**src/rtl/nibble_packer_pkg.sv**
```systemverilog
// Shared constants, state type and slot-placement helpers for the nibble packer.
// Optional flush support is controlled by the NIBBLE_PACKER_FLUSH_EN macro.
package nibble_pkg;

  localparam int NIBBLE_W = 4;

  typedef enum logic {
    COLLECT = 1'b0,
    LAST    = 1'b1
  } pack_state_e;

  function automatic int fill_width(input int num_nibbles);
    return $clog2(num_nibbles + 1);
  endfunction

  // Bit offset of nibble k within a word of num_nibbles nibbles.
  function automatic int slot_lsb(input int k, input int num_nibbles, input bit high_first);
    return high_first ? NIBBLE_W * (num_nibbles - 1 - k) : NIBBLE_W * k;
  endfunction

endpackage

```
**src/rtl/nibble_packer_if.sv**
```systemverilog
// Nibble-in / word-out handshake bundle for the nibble packer.
// Carries in_flush only when NIBBLE_PACKER_FLUSH_EN is defined.
interface nibble_packer_if #(
  parameter int NUM_NIBBLES = 2
);
  import nibble_pkg::*;

  localparam int W  = NIBBLE_W * NUM_NIBBLES;
  localparam int FW = fill_width(NUM_NIBBLES);

  logic [NIBBLE_W-1:0] in_nibble;
  logic                in_valid;
  logic                in_ready;
`ifdef NIBBLE_PACKER_FLUSH_EN
  logic                in_flush;
`endif
  logic [W-1:0]        out_data;
  logic                out_valid;
  logic                out_ready;
  logic [FW-1:0]       fill_level;

`ifdef NIBBLE_PACKER_FLUSH_EN
  modport master (
    output in_nibble, in_valid, in_flush, out_ready,
    input  in_ready, out_data, out_valid, fill_level
  );
  modport slave (
    input  in_nibble, in_valid, in_flush, out_ready,
    output in_ready, out_data, out_valid, fill_level
  );
`else
  modport master (
    output in_nibble, in_valid, out_ready,
    input  in_ready, out_data, out_valid, fill_level
  );
  modport slave (
    input  in_nibble, in_valid, out_ready,
    output in_ready, out_data, out_valid, fill_level
  );
`endif

endinterface

```
**src/rtl/nibble_packer_out_reg.sv**
```systemverilog
// One-entry valid/ready holding register for completed words.
module nibble_out_reg #(
  parameter int W = 8
) (
  input  logic         clk,
  input  logic         rst,
  input  logic [W-1:0] word,
  input  logic         load,
  output logic [W-1:0] out_data,
  output logic         out_valid,
  input  logic         out_ready
);

  // A load wins over a drain so back-to-back words never leave a bubble.
  always_ff @(posedge clk) begin
    if (rst) begin
      out_data  <= '0;
      out_valid <= 1'b0;
    end else if (load) begin
      out_data  <= word;
      out_valid <= 1'b1;
    end else if (out_valid && out_ready) begin
      out_valid <= 1'b0;
    end
  end

endmodule

```
**src/rtl/nibble_packer.sv**
```systemverilog
// Assembles a stream of nibbles into NUM_NIBBLES*4-bit words with one buffered output word.
// Define NIBBLE_PACKER_FLUSH_EN to add in_flush for early, zero-padded word completion.
module nibble_packer
  import nibble_pkg::*;
#(
  parameter int NUM_NIBBLES = 2,
  parameter bit HIGH_FIRST  = 1'b1
) (
  input logic      clk,
  input logic      rst,
  nibble_packer_if.slave bus
);

  localparam int W  = NIBBLE_W * NUM_NIBBLES;
  localparam int FW = fill_width(NUM_NIBBLES);
  localparam logic [FW-1:0] LAST_FILL = FW'(NUM_NIBBLES - 1);

  pack_state_e   state, state_next;
  logic [FW-1:0] fill, fill_next;
  logic [W-1:0]  acc, acc_next;
  logic [W-1:0]  slot_word, word, out_data;
  logic          flush, take, complete, out_valid;

`ifdef NIBBLE_PACKER_FLUSH_EN
  assign flush = bus.in_flush;
`else
  assign flush = 1'b0;
`endif

  // Only a finishing nibble can be blocked, and only by a full, undrained output register.
  assign bus.in_ready   = !((state == LAST || flush) && out_valid && !bus.out_ready);
  assign take           = bus.in_valid && bus.in_ready;
  assign complete       = take && (state == LAST || flush);
  assign word           = acc | slot_word;
  assign bus.fill_level = fill;
  assign bus.out_data   = out_data;
  assign bus.out_valid  = out_valid;

  always_comb begin
    slot_word = '0;
    for (int k = 0; k < NUM_NIBBLES; k++) begin
      if (take && fill == FW'(k)) begin
        slot_word[slot_lsb(k, NUM_NIBBLES, HIGH_FIRST) +: NIBBLE_W] = bus.in_nibble;
      end
    end
  end

  always_comb begin
    state_next = state;
    fill_next  = fill;
    acc_next   = acc;
    if (take) begin
      if (complete) begin
        fill_next = '0;
        acc_next  = '0;
      end else begin
        fill_next = fill + FW'(1);
        acc_next  = word;
      end
      state_next = (fill_next == LAST_FILL) ? LAST : COLLECT;
    end
  end

  always_ff @(posedge clk) begin
    if (rst) begin
      state <= COLLECT;
      fill  <= '0;
      acc   <= '0;
    end else begin
      state <= state_next;
      fill  <= fill_next;
      acc   <= acc_next;
    end
  end

  nibble_out_reg #(
    .W(W)
  ) out_reg (
    .clk      (clk),
    .rst      (rst),
    .word     (word),
    .load     (complete),
    .out_data (out_data),
    .out_valid(out_valid),
    .out_ready(bus.out_ready)
  );

endmodule
```
**src/flat_wrapper.sv**
```systemverilog
// flat-port wrapper written by rule: the top's interface ports become plain ports
module nibble_packer_flat import nibble_pkg::*;
#(
  parameter int NUM_NIBBLES = 2,
  parameter bit HIGH_FIRST  = 1'b1
)
  (clk, rst, bus_in_nibble, bus_in_valid, bus_out_ready, bus_in_ready, bus_out_data, bus_out_valid, bus_fill_level);
  nibble_packer_if #(.NUM_NIBBLES(NUM_NIBBLES)) bus_i ();
  input logic clk;
  input logic rst;
  input wire logic [$bits(bus_i.in_nibble)-1:0] bus_in_nibble;
  input wire logic [$bits(bus_i.in_valid)-1:0] bus_in_valid;
  input wire logic [$bits(bus_i.out_ready)-1:0] bus_out_ready;
  output wire logic [$bits(bus_i.in_ready)-1:0] bus_in_ready;
  output wire logic [$bits(bus_i.out_data)-1:0] bus_out_data;
  output wire logic [$bits(bus_i.out_valid)-1:0] bus_out_valid;
  output wire logic [$bits(bus_i.fill_level)-1:0] bus_fill_level;
  assign bus_i.in_nibble = bus_in_nibble;
  assign bus_i.in_valid = bus_in_valid;
  assign bus_i.out_ready = bus_out_ready;
  assign bus_in_ready = bus_i.in_ready;
  assign bus_out_data = bus_i.out_data;
  assign bus_out_valid = bus_i.out_valid;
  assign bus_fill_level = bus_i.fill_level;
  nibble_packer #(.NUM_NIBBLES(NUM_NIBBLES), .HIGH_FIRST(HIGH_FIRST)) u_core (.clk(clk), .rst(rst), .bus(bus_i));
endmodule
```
**config.mk**
```make
export PLATFORM = sky130hd
export DESIGN_NAME = nibble_packer_flat
export DESIGN_NICKNAME = d
export VERILOG_FILES = /design/src/rtl/nibble_packer_pkg.sv /design/src/rtl/nibble_packer_if.sv /design/src/rtl/nibble_packer_out_reg.sv /design/src/rtl/nibble_packer.sv /design/src/flat_wrapper.sv
export SDC_FILE = /design/constraint.sdc
export NUM_CORES = 1
export LEC_CHECK = 0
export ABC_CLOCK_PERIOD_IN_PS = 1400
export CORE_MARGIN = 2
export CORE_UTILIZATION = 47
export DETAILED_ROUTE_END_ITERATION = 6
export PLACE_DENSITY = 0.83
export SLEW_MARGIN = 40
export SYNTH_ARGS = -nofsm -noshare
export SYNTH_HDL_FRONTEND = slang
export SYNTH_HIERARCHICAL = 1
export SYNTH_SLANG_ARGS = --single-unit
```
**constraint.sdc**
```tcl
create_clock -name clk -period 1.4 [get_ports clk]
set_input_delay 0.21 -clock clk [delete_from_list [all_inputs] [get_ports clk]]
set_output_delay 0.21 -clock clk [all_outputs]
set_load 0.01 [all_outputs]
```
==> Word-level counts from Yosys, hierarchy flattened <==
Index checks and enable logic that the tools add are counted.
{ "totals": {"inputBits": 8, "mem_count": 0, "rom_bits": 0, "output_inout_bits": 12, "register_bits": 20, "mem_bits_rw": 0, "latchBits": 0, "elab_cells": 28} }
{ "classes": {"muxes": 8, "bitwise": 1, "shifts": 0, "eq_ne": 2, "addsub": 1, "magnitude_cmp": 0, "mul": 0, "div": 0, "reduce_logical": 11} }
{ "op_table": {"columns": ["cell", "count"], "rows": [
  ["$mux W4", 2],
  ["$mux W8", 1],
  ["$or A8 B8 Y8", 1],
  ["$logic_and A1 B1 Y1", 7],
  ["$eq A2 B1 Y1 const B", 2],
  ["$mux W2", 2],
  ["$mux W1", 3],
  ["$add A2 B1 Y2 const B", 1],
  ["$logic_not A1 Y1", 2],
  ["$logic_not A2 Y1", 1],
  ["$reduce_bool A2 Y1", 1]
]} }

==> Longest topological paths before layout <==
{ "logic_depth": {"word_depth": 9, "mapped_depth": 7} }

==> Cells and area by module <==
The synthesis kept the hierarchy.
{ "by_module_without_submodules": {"columns": ["mod", "area_per_inst_um2", "cells_each", "instances"], "rows": [
  ["nibble_packer", 529.3, 54, 1],
  ["nibble_out_reg", 321.6, 30, 1]
]} }

==> Least setup slack after synthesis <==
Ideal clock, no wire load.
{ "synth_timing": {"path_kind": "reg2reg", "startpoint": "register u_core.fill[0], in the netlist u_core/bus.fill_level[0]", "endpoint": "register u_core.fill[1], in the netlist u_core/bus.fill_level[1]", "stages_incl_launch_ff": 5, "arrival_ns": 1.187, "slack_ns": 0.096, "path_buffers": 0, "synth_period_minus_slack_ns": 1.304, "cell_sequence": "dfxtp_1 > inv_1 > ha_1 > and4bb_2 > a31o_2"} }
{ "synth_between": {"elab_chain_len": 3} }
{ "synth_rtl": {"columns": ["element", "line", "text"], "rows": [
  ["start, declared", "nibble_packer.sv:19", "logic [FW-1:0] fill, fill_next;"],
  ["start signal, assigned", "nibble_packer.sv:71", "fill <= fill_next;"],
  ["$add A2 B1 Y2", "nibble_packer.sv:57", "fill_next = fill + FW'(1);"],
  ["$mux W2", "nibble_packer.sv:53", "if (complete) begin"],
  ["$mux W2", "nibble_packer.sv:52", "if (take) begin"]
]} }
No other way between the ends. The select of a mux whose other input is x is not followed.
A chain may end at the register's enable or synchronous reset.

==> Worst setup path in the final report <==
{ "layout_timing": {"startpoint": "register u_core.fill[1], in the netlist u_core/bus.fill_level[1]", "endpoint": "register u_core.out_reg.out_data[2]"} }
{ "layout_between": {"elab_chain_len": 4} }
{ "layout_rtl": {"columns": ["element", "line", "text"], "rows": [
  ["$eq A2 B1 Y1", "nibble_packer.sv:42", "if (take && fill == FW'(k)) begin"],
  ["$logic_and A1 B1 Y1", "nibble_packer.sv:42", null],
  ["$mux W4", "nibble_packer.sv:42", null],
  ["$or A8 B8 Y8", "nibble_packer.sv:34", "assign word = acc | slot_word;"],
  ["via u_core.word[2]", "nibble_packer.sv:21", "logic [W-1:0] slot_word, word, out_data;"],
  ["end signal, assigned", "nibble_packer_out_reg.sv:20", "out_data <= word;"],
  ["end, declared", "nibble_packer_out_reg.sv:9", "output logic [W-1:0] out_data,"]
]} }
The timed path passes the listed nets, and every way through them passes these cells.

==> qor.txt <==
Post-synth top area cell: dfxtp_1
Max Slew Vio Count: 0
Full die area: 0.00217 mm2
Row cnt: 15
Critical Path End: u_core/out_reg/out_data[2]
Crit-path max FO: 4
Routed Antenna Nets: 0
CTS tree: yes
Asr flop ratio synth: 0%
Mux cell area share after synthesis: 9.41%
Ys Warns: 6
Reg2reg end: u_core/out_reg/out_data[2]
Worst rel slew slack: 81.0%
# DRC: 0
Req. time, crit path: 1600 ps
Most frequent cell after synthesis: dfxtp_1
Max Clock Skew: 2.73 ps
Synth Instances: 84
Max clock buf depth: 2
CTS H-tree lvls: 1
ANT cells: 0
Core Area: 0.00171 mm2
Final Core Density: 66.8%
Arrival @ worst endpoint: 1550 ps
Post-Syn Area: 851 um2
Multi-input combinational cell area: 395 um2
Largest family of logic cells by synthesized area: simple AND/OR/NAND/NOR gates
Total CTS buffers: 3
Pre-CTS WS: -228 ps
Yosys cell types: 21
Met3 routed WL: 52 um
Final nets: 122
Storage cell area: 405 um2
Unrepaired setup endpoints after global routing: true
Drt total wl: 1650 um
Die width: 46.5 um
Synth top cells by count: dfxtp_1, nor2_1, inv_1
Total grt overflow: 0
Reg2reg path depth: 7
Worst Tran Pin Value: 281 ps
Fmax: 0.740 GHz
Met2 WL post-DR: 811 um
Initial Utilization: 49.8%
Fin crit share: 96.5%
Max layer used: met4
Syn nets: 94
Startpoint Class: register
I/O pin count: 20
Maximum VDD drop: 0.000720 V
DRT met1 WL: 736 um
Worst hold path type: register to register
Post-synth EDFFs: 0
Post-route cell area: 0.00114 mm2
Ratio of cells with drive above 1 in the final layout: 25.2%
Seq/Total Area, Yosys: 47.1%
Critical path capture point type: register
Detailed Place HPWL: 1160 um
Vias: 674
Max_cap viols: 0
DRT iter0 DRCs: 9
R2r startpoint: u_core/bus.fill_level[1]
Layout fillers: 143
First-pass iteration count of the detailed router: 2
Post-DP Area: 0.00109 mm2
Pwr Total: 1150 uW
Synth Area in Compound Gates: 16.0%
Reg clk slew, reported paths: 110 ps
Mean Syn Cell Area: 10.1 um2
RePlAce Congestion: 0.725
Hold_buf cts: 0
Synth Area in Simple Gates: 16.5%
Seq cells post-synth: 20
Worst Setup Slack, final: 49.1 ps
Wire per inst: 12.1 um
TritonCTS Sinks: 20
Synth area leaders: dfxtp_1, mux2i_1, a41oi_2
Number of port buffers: 19
Worst Setup SP: u_core/bus.fill_level[1]
PD cells: 1010 mW/mm2
Vias in the first global route: 636
XOR/XNOR Fraction of Synth Area: 0%
Final setup vio count: 0
First-pass GRT wire length: 2620 um
Initial antenna violation count: 0
Die height: 46.5 um
Area Growth Syn to Fin: 34.1%
Worst-Skew Late Latency: 300 ps
Final hold vios: 0
Tmin final: 1350 ps
Leakage Power: 0.000543 uW
Most used DFF post-synth: dfxtp_1
WS Path Type: register to register
Root Buffer: clkbuf_4
Gr usage total: 17.9%
Worst R2R Setup Slack: 50 ps
Outcome: finished, final reports clean
Largest net degree at the start of global routing: 13
Via density: 4.96
Synth Area in Adders: 2.94%
Synth top area share: 47.1%
routing by layer:
| layer | vias up | global-route usage [%] |
|---|---|---|
| met5 | - | 0 |
| met4 | 0 | 12.0 |
| met3 | 4 | 3.53 |
| met2 | 14 | 31.7 |
| met1 | 317 | 18.8 |
| li1 | 339 | - |
critical path: stages (launching register included):
cell and delay (ps):
dfxtp_2 350, inv_1 50, ha_1 160, and2_2 200
a31oi_2 220, inv_1 80, mux2i_1 130, nor2_1 60
flip-flops by register name, summed over array words and instances (netlist names):
register                  cells
u_core/acc                    8
u_core/out_reg/out_data       8
u_core/bus.fill_level         2
u_core/out_reg/out_valid      1
u_core/state                  1
through the flow:
stage | cells | hold WS, ps | setup TNS, ps
4_1_cts | 135 | 501 | 0
2_1_floorplan | 84 | 385 | 0
3_5_place_dp | 131 | 473 | -2610
5_1_grt | 136 | 517 | -60.4
6_report | 136 | 494 | 0
3_3_place_gp | 131 | 447 | -1700
report_power, final:
group          internal [uW]  total (uW)  switching, uW  leakage [uW]
logic                    102         195           92.4      0.000358
clock network            159         333            174     0.0000210
registers                602         625           23.5      0.000164
repair_timing:
action | in CTS | in global routing
buffers inserted | 0 | 1
resized for setup | 16 | 3
pin swaps | 0 | 1
setup endpoints to repair | 13 | 4
area by class of cell:
cell class              count  share of cell area [%]
repair buffers             26                    20.0
inverters                  12                    3.95
flip-flops and latches     20                    35.5
multi-input cells          49                    34.6
clock buffers               4                    3.18
well taps                  25                    2.74
how the worst min path moves through the flow:
| stage | startpoint | to | slack, ps | depth (start not counted) |
|---|---|---|---|---|
| after global placement | u_core/acc[1] | u_core/acc[1] | 450 | 2 |
| after global routing | u_core/acc[6] | u_core/acc[6] | 520 | 2 |
| after detailed placement | u_core/acc[4] | u_core/acc[4] | 470 | 2 |
| final | u_core/acc[7] | u_core/acc[7] | 490 | 2 |
| after CTS | u_core/acc[7] | u_core/acc[7] | 500 | 2 |
| after floorplan | rst | u_core/state | 380 | 2 |
cells by family after synthesis:
| logic type | after synthesis |
|---|---|
| AOI/OAI and AO/OA | 14 |
| adders and majority gates | 2 |
| buffers and inverters | 15 |
| DFF | 20 |
| muxes | 8 |
| and+or+nand+nor | 25 |
cells in the final DEF, fill, tap and decap left out:
| master | count |
|---|---|
| dfxtp_2 | 4 |
| clkdlybuf4s50_1 | 7 |
| a21boi_0 | 1 |
| a31oi_2 | 2 |
| nand3b_4 | 1 |
| nand2b_1 | 2 |
| a31o_2 | 3 |
| mux2i_1 | 8 |
| clkbuf_4 | 3 |
| a31oi_1 | 2 |
| nor4b_1 | 2 |
| dlygate4sd2_1 | 12 |
| nor2_1 | 16 |
| clkbuf_8 | 1 |
| ha_1 | 2 |
| nand2_1 | 1 |
| and3_2 | 1 |
| buf_4 | 7 |
| a41oi_2 | 4 |
| and2_2 | 1 |
| o21a_1 | 1 |
| a21oi_1 | 1 |
| inv_1 | 12 |
| dfxtp_1 | 16 |
| and4bb_2 | 1 |
Note: power is estimated with default switching activity, not from simulation.
